## config.mk

```make
export PLATFORM = sky130hd
export DESIGN_NAME = fifo_ram
export DESIGN_NICKNAME = d
export VERILOG_FILES = /design/src/rtl/fifo_ram_pkg.sv /design/src/rtl/fifo_ram_ram_dp.sv /design/src/rtl/fifo_ram.sv
export SDC_FILE = /design/constraint.sdc
export NUM_CORES = 1
export LEC_CHECK = 0
export CORE_MARGIN = 5
export CORE_UTILIZATION = 49
export CTS_BUF_LIST = sky130_fd_sc_hd__clkbuf_16
export CTS_CLUSTER_SIZE = 12
export DETAILED_ROUTE_END_ITERATION = 10
export DONT_BUFFER_PORTS = 1
export PLACE_DENSITY = 0.69
export SLEW_MARGIN = 20
export SYNTH_ARGS = -nofsm -noshare
export SYNTH_HDL_FRONTEND = slang
export SYNTH_SLANG_ARGS = --single-unit
export TNS_END_PERCENT = 20
```

## constraint.sdc

```tcl
create_clock -name clk -period 3.47 [get_ports clk]
set_input_delay 0.694 -clock clk [delete_from_list [all_inputs] [get_ports clk]]
set_output_delay 0.694 -clock clk [all_outputs]
set_load 0.05 [all_outputs]
```

## src/rtl/fifo_ram_pkg.sv

```systemverilog
// Shared helpers for fifo_ram: pointer width, depth and the parity used when
// FIFO_RAM_PARITY_EN is defined.
package fifo_ram_pkg;

    localparam int ADDR_BITS_DEF = 3;
    localparam int PTR_BITS_DEF  = ADDR_BITS_DEF + 1;

    // Pointers carry one extra wrap bit above the RAM address.
    function automatic int ptr_bits(input int addr_bits);
        return addr_bits + 1;
    endfunction

    function automatic int depth(input int addr_bits);
        return 2 ** addr_bits;
    endfunction

    // Even parity over up to 32 data bits; callers zero-extend narrower words.
    function automatic logic even_par(input logic [31:0] d);
        return ^d;
    endfunction

endpackage

```

## src/rtl/fifo_ram_ram_dp.sv

```systemverilog
// Dual-address RAM: synchronous write, registered read with enable.
// Read-before-write on a same-address collision; only the read register resets.
module ram_dp #(
    parameter int W  = 10,
    parameter int AW = 3
) (
    input  logic          clk,
    input  logic          reset,
    input  logic          we_i,
    input  logic [AW-1:0] waddr_i,
    input  logic [W-1:0]  wdata_i,
    input  logic          re_i,
    input  logic [AW-1:0] raddr_i,
    output logic [W-1:0]  rdata_o
);

    logic [W-1:0] mem_q [2**AW];
    logic [W-1:0] rdata_q;

    always_ff @(posedge clk) begin
        if (we_i) mem_q[waddr_i] <= wdata_i;
    end

    always_ff @(posedge clk) begin
        if (reset)     rdata_q <= '0;
        else if (re_i) rdata_q <= mem_q[raddr_i];
    end

    assign rdata_o = rdata_q;

endmodule

```

## src/rtl/fifo_ram.sv

```systemverilog
// Synchronous FIFO over ram_dp with occupancy count, threshold flags and sticky
// error flags. Define FIFO_RAM_PARITY_EN to store and check even parity per word.
module fifo_ram
    import fifo_ram_pkg::*;
#(
    parameter int DATA_BITS       = 10,
    parameter int ADDR_BITS       = 3,
    parameter int ALMOST_FULL_TH  = 6,
    parameter int ALMOST_EMPTY_TH = 2
) (
    input  logic                 clk,
    input  logic                 reset,
    input  logic                 push,
    input  logic [DATA_BITS-1:0] data_in,
    input  logic                 pop,
    output logic [DATA_BITS-1:0] data_out,
    output logic                 valid_out,
    output logic                 full,
    output logic                 empty,
    output logic                 almost_full,
    output logic                 almost_empty,
    output logic [ADDR_BITS:0]   count,
    output logic                 overflow_err,
`ifdef FIFO_RAM_PARITY_EN
    output logic                 underflow_err,
    output logic                 parity_err
`else
    output logic                 underflow_err
`endif
);

    localparam int PTR_W = ptr_bits(ADDR_BITS);
    localparam int DEPTH = depth(ADDR_BITS);
`ifdef FIFO_RAM_PARITY_EN
    localparam int RAM_W = DATA_BITS + 1;
`else
    localparam int RAM_W = DATA_BITS;
`endif

    logic [PTR_W-1:0] wr_ptr_q, wr_ptr_d, rd_ptr_q, rd_ptr_d, count_q, count_d;
    logic             valid_q, ovf_q, ovf_d, unf_q, unf_d;
    logic             push_ok, pop_ok;
    logic [RAM_W-1:0] wdata, rdata;

    assign full         = (count_q == PTR_W'(DEPTH));
    assign empty        = (count_q == '0);
    assign almost_full  = (count_q >= PTR_W'(ALMOST_FULL_TH));
    assign almost_empty = (count_q <= PTR_W'(ALMOST_EMPTY_TH));

    always_comb begin
        // A pop frees the slot in the same cycle, so a full FIFO still takes a push.
        push_ok  = push && (!full || pop);
        pop_ok   = pop && !empty;
        wr_ptr_d = push_ok ? wr_ptr_q + PTR_W'(1) : wr_ptr_q;
        rd_ptr_d = pop_ok  ? rd_ptr_q + PTR_W'(1) : rd_ptr_q;
        count_d  = count_q;
        case ({push_ok, pop_ok})
            2'b10:   count_d = count_q + PTR_W'(1);
            2'b01:   count_d = count_q - PTR_W'(1);
            default: count_d = count_q;
        endcase
        ovf_d = ovf_q | (push && full && !pop);
        unf_d = unf_q | (pop && empty);
    end

    always_ff @(posedge clk) begin
        if (reset) begin
            wr_ptr_q <= '0;
            rd_ptr_q <= '0;
            count_q  <= '0;
            valid_q  <= 1'b0;
            ovf_q    <= 1'b0;
            unf_q    <= 1'b0;
        end else begin
            wr_ptr_q <= wr_ptr_d;
            rd_ptr_q <= rd_ptr_d;
            count_q  <= count_d;
            valid_q  <= pop_ok;
            ovf_q    <= ovf_d;
            unf_q    <= unf_d;
        end
    end

`ifdef FIFO_RAM_PARITY_EN
    assign wdata      = {even_par(32'(data_in)), data_in};
    // A clean word XORs to zero including its stored parity bit.
    assign parity_err = valid_q && (^rdata);
`else
    assign wdata      = data_in;
`endif

    ram_dp #(.W(RAM_W), .AW(ADDR_BITS)) u_ram (
        .clk     (clk),
        .reset   (reset),
        .we_i    (push_ok),
        .waddr_i (wr_ptr_q[ADDR_BITS-1:0]),
        .wdata_i (wdata),
        .re_i    (pop_ok),
        .raddr_i (rd_ptr_q[ADDR_BITS-1:0]),
        .rdata_o (rdata)
    );

    assign data_out      = rdata[DATA_BITS-1:0];
    assign valid_out     = valid_q;
    assign count         = count_q;
    assign overflow_err  = ovf_q;
    assign underflow_err = unf_q;

endmodule

```

* Word-level counts from Yosys, hierarchy flattened
Memory sizes are Yosys's and may differ from the RTL's. A register that Yosys moved wholly into a read port is not among the register bits. Cells that the tools add are included.
Word-level totals: bits in registers 15, memories 1, RAM bits 80, word-level logic and storage cells 32
Operators by class: reduce and logical (&&, ||, !) cells 11, bitwise operators 2, add/sub/neg operators 4, magnitude comparators 2, equality and inequality tests 3, multiplexer cells 3
Memory list:
- u_ram.mem_q | depth 8, bits a word 10, rd ports 1, clocked after Yosys merged registers in 1, write ports 1, RTL line fifo_ram_ram_dp.sv:17 | logic [W-1:0] mem_q [2**AW];
Operators with widths (count):
- adder 4 x 1 -> 4 bit, second input constant | 3
- one-hot mux 4 bit (2 select lines) | 1
- logical AND 1 bit | 5
- equality test 4 bit, second input constant | 1
- greater-or-equal comparator 4 x 3 -> 1 bit, second input constant | 1
- less-or-equal comparator 4 x 2 -> 1 bit, second input constant | 1
- zero test 4 bit | 1
- subtractor 4 x 1 -> 4 bit, second input constant | 1
- zero test 1 bit | 3
- equality test 2 x 1 -> 1 bit, second input constant | 1
- equality test 2 bit, second input constant | 1
- 2-to-1 mux 1 bit | 2
- OR 1 bit | 2
- nonzero test 2 bit | 1
- logical OR 1 bit | 1

* Logic depth before layout (Yosys ltp)
depth after elaboration 6, gate-level depth with buffers 11, mapped depth without buffers 9

* Cells and area by module
Synthesis repeated with hierarchy kept, for this count alone.
Unflattened totals: cell total of the unflattened synthesis 265, area total of the unflattened synthesis 4177.8 um^2
By module, submodules not included:
- ram_dp | times used 1, cells an instance 196, area each 3504.6 um^2
- fifo_ram | times used 1, cells an instance 69, area each 673.1 um^2

* Worst setup path after synthesis
Ideal clock, no wire load.
path kind flip-flop to output port, start register count_q[2] (netlist: count[2]), end output empty, setup slack 496 ps, required time 2776 ps, arrival time 2280 ps, cell stages (with the launch flop) 3, cell sequence dfxtp_1 buf_6 nor4_1
On the way: cells in the longest elaborated chain, start to end 1
Ends and longest elaborated chain:
- from (decl) | RTL line fifo_ram.sv:40 | logic [PTR_W-1:0] wr_ptr_q, wr_ptr_d, rd_ptr_q, rd_ptr_d, count_q, count_d;
- from (signal assigned) | RTL line fifo_ram.sv:77 | count_q <= count_d;
- zero test 4 bit | RTL line fifo_ram.sv:46 | assign empty = (count_q == '0);
- to (decl) | RTL line fifo_ram.sv:19 | output logic empty,
No other way between the ends.

* Worst setup path after layout
start register count_q[3] (netlist: count[3]), end register count_q[3] (netlist: count[3])
On the way: cells in the longest elaborated chain, start to end 6
Ends and longest elaborated chain:
- equality test 4 bit | RTL line fifo_ram.sv:45 | assign full = (count_q == PTR_W'(DEPTH));
- zero test 1 bit | RTL line fifo_ram.sv:52 | push_ok = push && (!full || pop);
- logical OR 1 bit | RTL line fifo_ram.sv:52
- logical AND 1 bit | RTL line fifo_ram.sv:52
- equality test 2 x 1 -> 1 bit / equality test 2 bit (equally long branches) | RTL line fifo_ram.sv:57 | case ({push_ok, pop_ok})
- one-hot mux 4 bit (2 select lines) / nonzero test 2 bit (equally long branches)
Several ways; a longest one is shown, not always the timed one. A chain may end at the register's enable or synchronous reset.

==> impl_metrics.yaml <==
clocking:
  worstSkewPairLatency_ns: 0.34
  cts_root_buf: "clkbuf_16"
  cts_resized: 0
  cts_max_path_buffers: 2
  htree_levels: 3
  clkTransAtPathRegs_ns: 0.07
  cts_setup_buffers: 0
  cts_tree: "yes"
  ctsHoldBuffers: 0
  numCtsBuffers: 9
  clock_sinks: 103
layout:
  antenna_cells: 0
  finalNetCount: 263
  stdcell_count: 354
  drive_gt1_share_pct: 24.5
  area_delta_synth_final_pct: 11.8
timing:
  tightestPinTransition_ns: 1.11
  layout_min_cycle_time_ns: 2.73
  slew_headroom_pct: 25.8
  setup_viol: 0
  drv_slew: 0
  worst_slack_ns: 0.737
  hold_ws_ns: 0.413
  max_freq_mhz: 366
  finalCritPeriodShare_pct: 78.8
  hold_viol: 0
  rsz0062_at_grt: "no"
  clock_skew_ns: 0.00819
  fin_setup_tns_ns: 0
global_routing:
  grt_max_degree: 25
  grt-ovfl-total: 0
  antenna_found_initial: 0
  grt_usage_pct: 14.8
  grt_pass1_wl_um: 11000
  first_global_vias: 2001
drt:
  drc: 0
  drt_wl_total_um: 6990
  vias: 1966
  drt_iter0_markers: 122
  wl_per_cell_um: 19.7
  drt_first_pass_iters: 4
  viasPerCell: 5.55
  antenna_left: 0
pwr:
  combinationalPowerShare_pct: 21.9
  leakage_nw: 1.48
  p_switching_mw: 1.25
  switching_share_pct: 34.9
  max-vdd-ir-drop_mv: 0.291
  power_density_mw_per_mm2: 802
  p_clk_share_pct: 29.1
  power_mw: 3.59
  p_int_mw: 2.33
  seqPwrFrac_pct: 49.1
floorplanning:
  core_area_sq_mm: 0.00809
  pin_count: 35
  dieWidth_um: 100
  dieArea_sq_mm: 0.0101
  die_h_um: 100
  start_util_pct: 49.4
  num_rows: 33
place:
  dp_hpwl_um: 4450
  place_ws_ns: 0.744
  gp_congestion: 0.751
  dp_cells: 338
  io_buffers: 0
logic_synthesis:
  ys_types: 36
  synth.top_cell.area_share_pct: 60.1
  syn_inst: 231
  syn_area_sq_mm: 0.00400
  yosys.area.top_type: "edfxtp_1"
  synth.most_common_cell: "edfxtp_1"
  synthTopCellsByCount: "edfxtp_1 (80), nor2_1 (27), dfxtp_1 (23), mux4_2 (20), nor3_1 (12)"
  syn_avg_cell_area_sq_um: 17.3
  synth_nets: 250
  synth_edf_count: 80
  synth_flop_cell: "edfxtp_1"
  synthTopCellsByArea: "edfxtp_1 (60%), dfxtp_1 (12%), mux4_2 (11%)"
  ys_seq_area_share_pct: 71.6
  yosysWarningCount: 0
  ys_seq_elements: 103
  async_reset_ff_share_pct: 0
run_status:
  status: "finished, final reports clean"
setup_path:
  path_class: "reg -> reg"
  worstSetupStartpointType: "register"
  path_max_fanout: 8
  worstPathArrival_ns: 2.97
  cp.required_ns: 3.71
  end_kind: "register"
min_path:
  min_path_type: "in -> reg"
run:
  drv_cap: 0
## routing by layer
| layer | vias to the layer above | routed length, um | global-route usage [%] |
|---|---|---|---|
| met5 | - | 0 | 0 |
| met4 | 0 | 107 | 6.94 |
| met3 | 7 | 413 | 4.03 |
| met2 | 52 | 3220 | 22.1 |
| met1 | 977 | 3240 | 20.3 |
| li1 | 930 | - | - |
## layout by cell type, fill, tap and decap left out, drive strengths merged, types with 2 or more instances in the layout
| cell | instances |
|---|---|
| o21ai | 2 |
| ha | 5 |
| nand2b | 3 |
| dfxtp | 23 |
| o22ai | 10 |
| a21oi | 6 |
| mux4 | 20 |
| inv | 5 |
| nor3 | 12 |
| nand2 | 4 |
| o211ai | 2 |
| nor2 | 27 |
| or3 | 2 |
| buf | 13 |
| mux2i | 3 |
| nor2b | 4 |
| clkbuf | 9 |
| xor2 | 5 |
| edfxtp | 80 |
## layout make-up
| cell class | count | area [sq um] |
|---|---|---|
| Tap cell | 105 | 131 |
| Timing Repair Buffer | 13 | 97.6 |
| Sequential cell | 103 | 2860 |
| Clock inverter | 7 | 86.3 |
| Fill cell | 659 | 3620 |
| Clock buffer | 9 | 225 |
| Inverter | 1 | 3.75 |
| Multi-Input combinational cell | 116 | 1060 |
## kinds of logic (layout without fill, tap and decap cells)
family	after synthesis	count (layout)	synth area share [%]
AO/OA/AOI/OAI	25	25	4.29
XOR/XNOR	6	6	1.31
adder cells (fa/ha/maj)	5	5	1.56
buffers and inverters	12	30	2.10
flip-flops	103	103	71.6
multiplexers	24	24	12.3
AND/OR/NAND/NOR	56	56	6.88
## power groups by stage
| stage | Sequential [mW] | Clock, mW | Combinational [mW] |
|---|---|---|---|
| finish | 1.76 | 1.04 | 0.784 |
| detailed placement | 1.79 | 0 | 0.791 |
| global route | 1.78 | 1.11 | 0.855 |
| CTS | 1.76 | 1.06 | 0.796 |
| global placement | 1.78 | 0 | 0.784 |
| floorplan | 1.83 | 0 | 0.603 |
## sequential cells by signal (all words and copies together) (netlist names)
| signal | flops |
|---|---|
| count | 4 |
| rd_ptr_q | 3 |
| overflow_err | 1 |
| u_ram.mem_q | 80 |
| underflow_err | 1 |
| valid_out | 1 |
| u_ram.rdata_o | 10 |
| wr_ptr_q | 3 |
## per-stage QoR
step                util, %  cell area [sq um]
floorplan                 -               4000
global placement       51.4               4160
detailed placement     51.4               4160
CTS                    55.3               4470
global route           55.3               4470
finish                 55.3               4470
## worst max-delay path, stage by stage (launching register included)
cell	delay [ns]
dfxtp_1	0.31
buf_4	0.23
or4b_4	0.54
o21ai_4	0.22
ha_1	0.33
or3_2	0.49
o32ai_1	0.13
mux2_2	0.36
## path summary, 6_finish.rpt
| check | startpoint | to | slack, ns | cells past startpoint |
|---|---|---|---|---|
| setup reg to reg | count[3] | count[3] | 0.74 | 7 |
| hold reg to reg | wr_ptr_q[0] | wr_ptr_q[0] | 0.50 | 2 |
| hold / removal | reset | count[2] | 0.41 | 1 |
| setup / recovery | count[3] | count[3] | 0.74 | 7 |
Note: power is estimated with default switching activity, not from simulation.
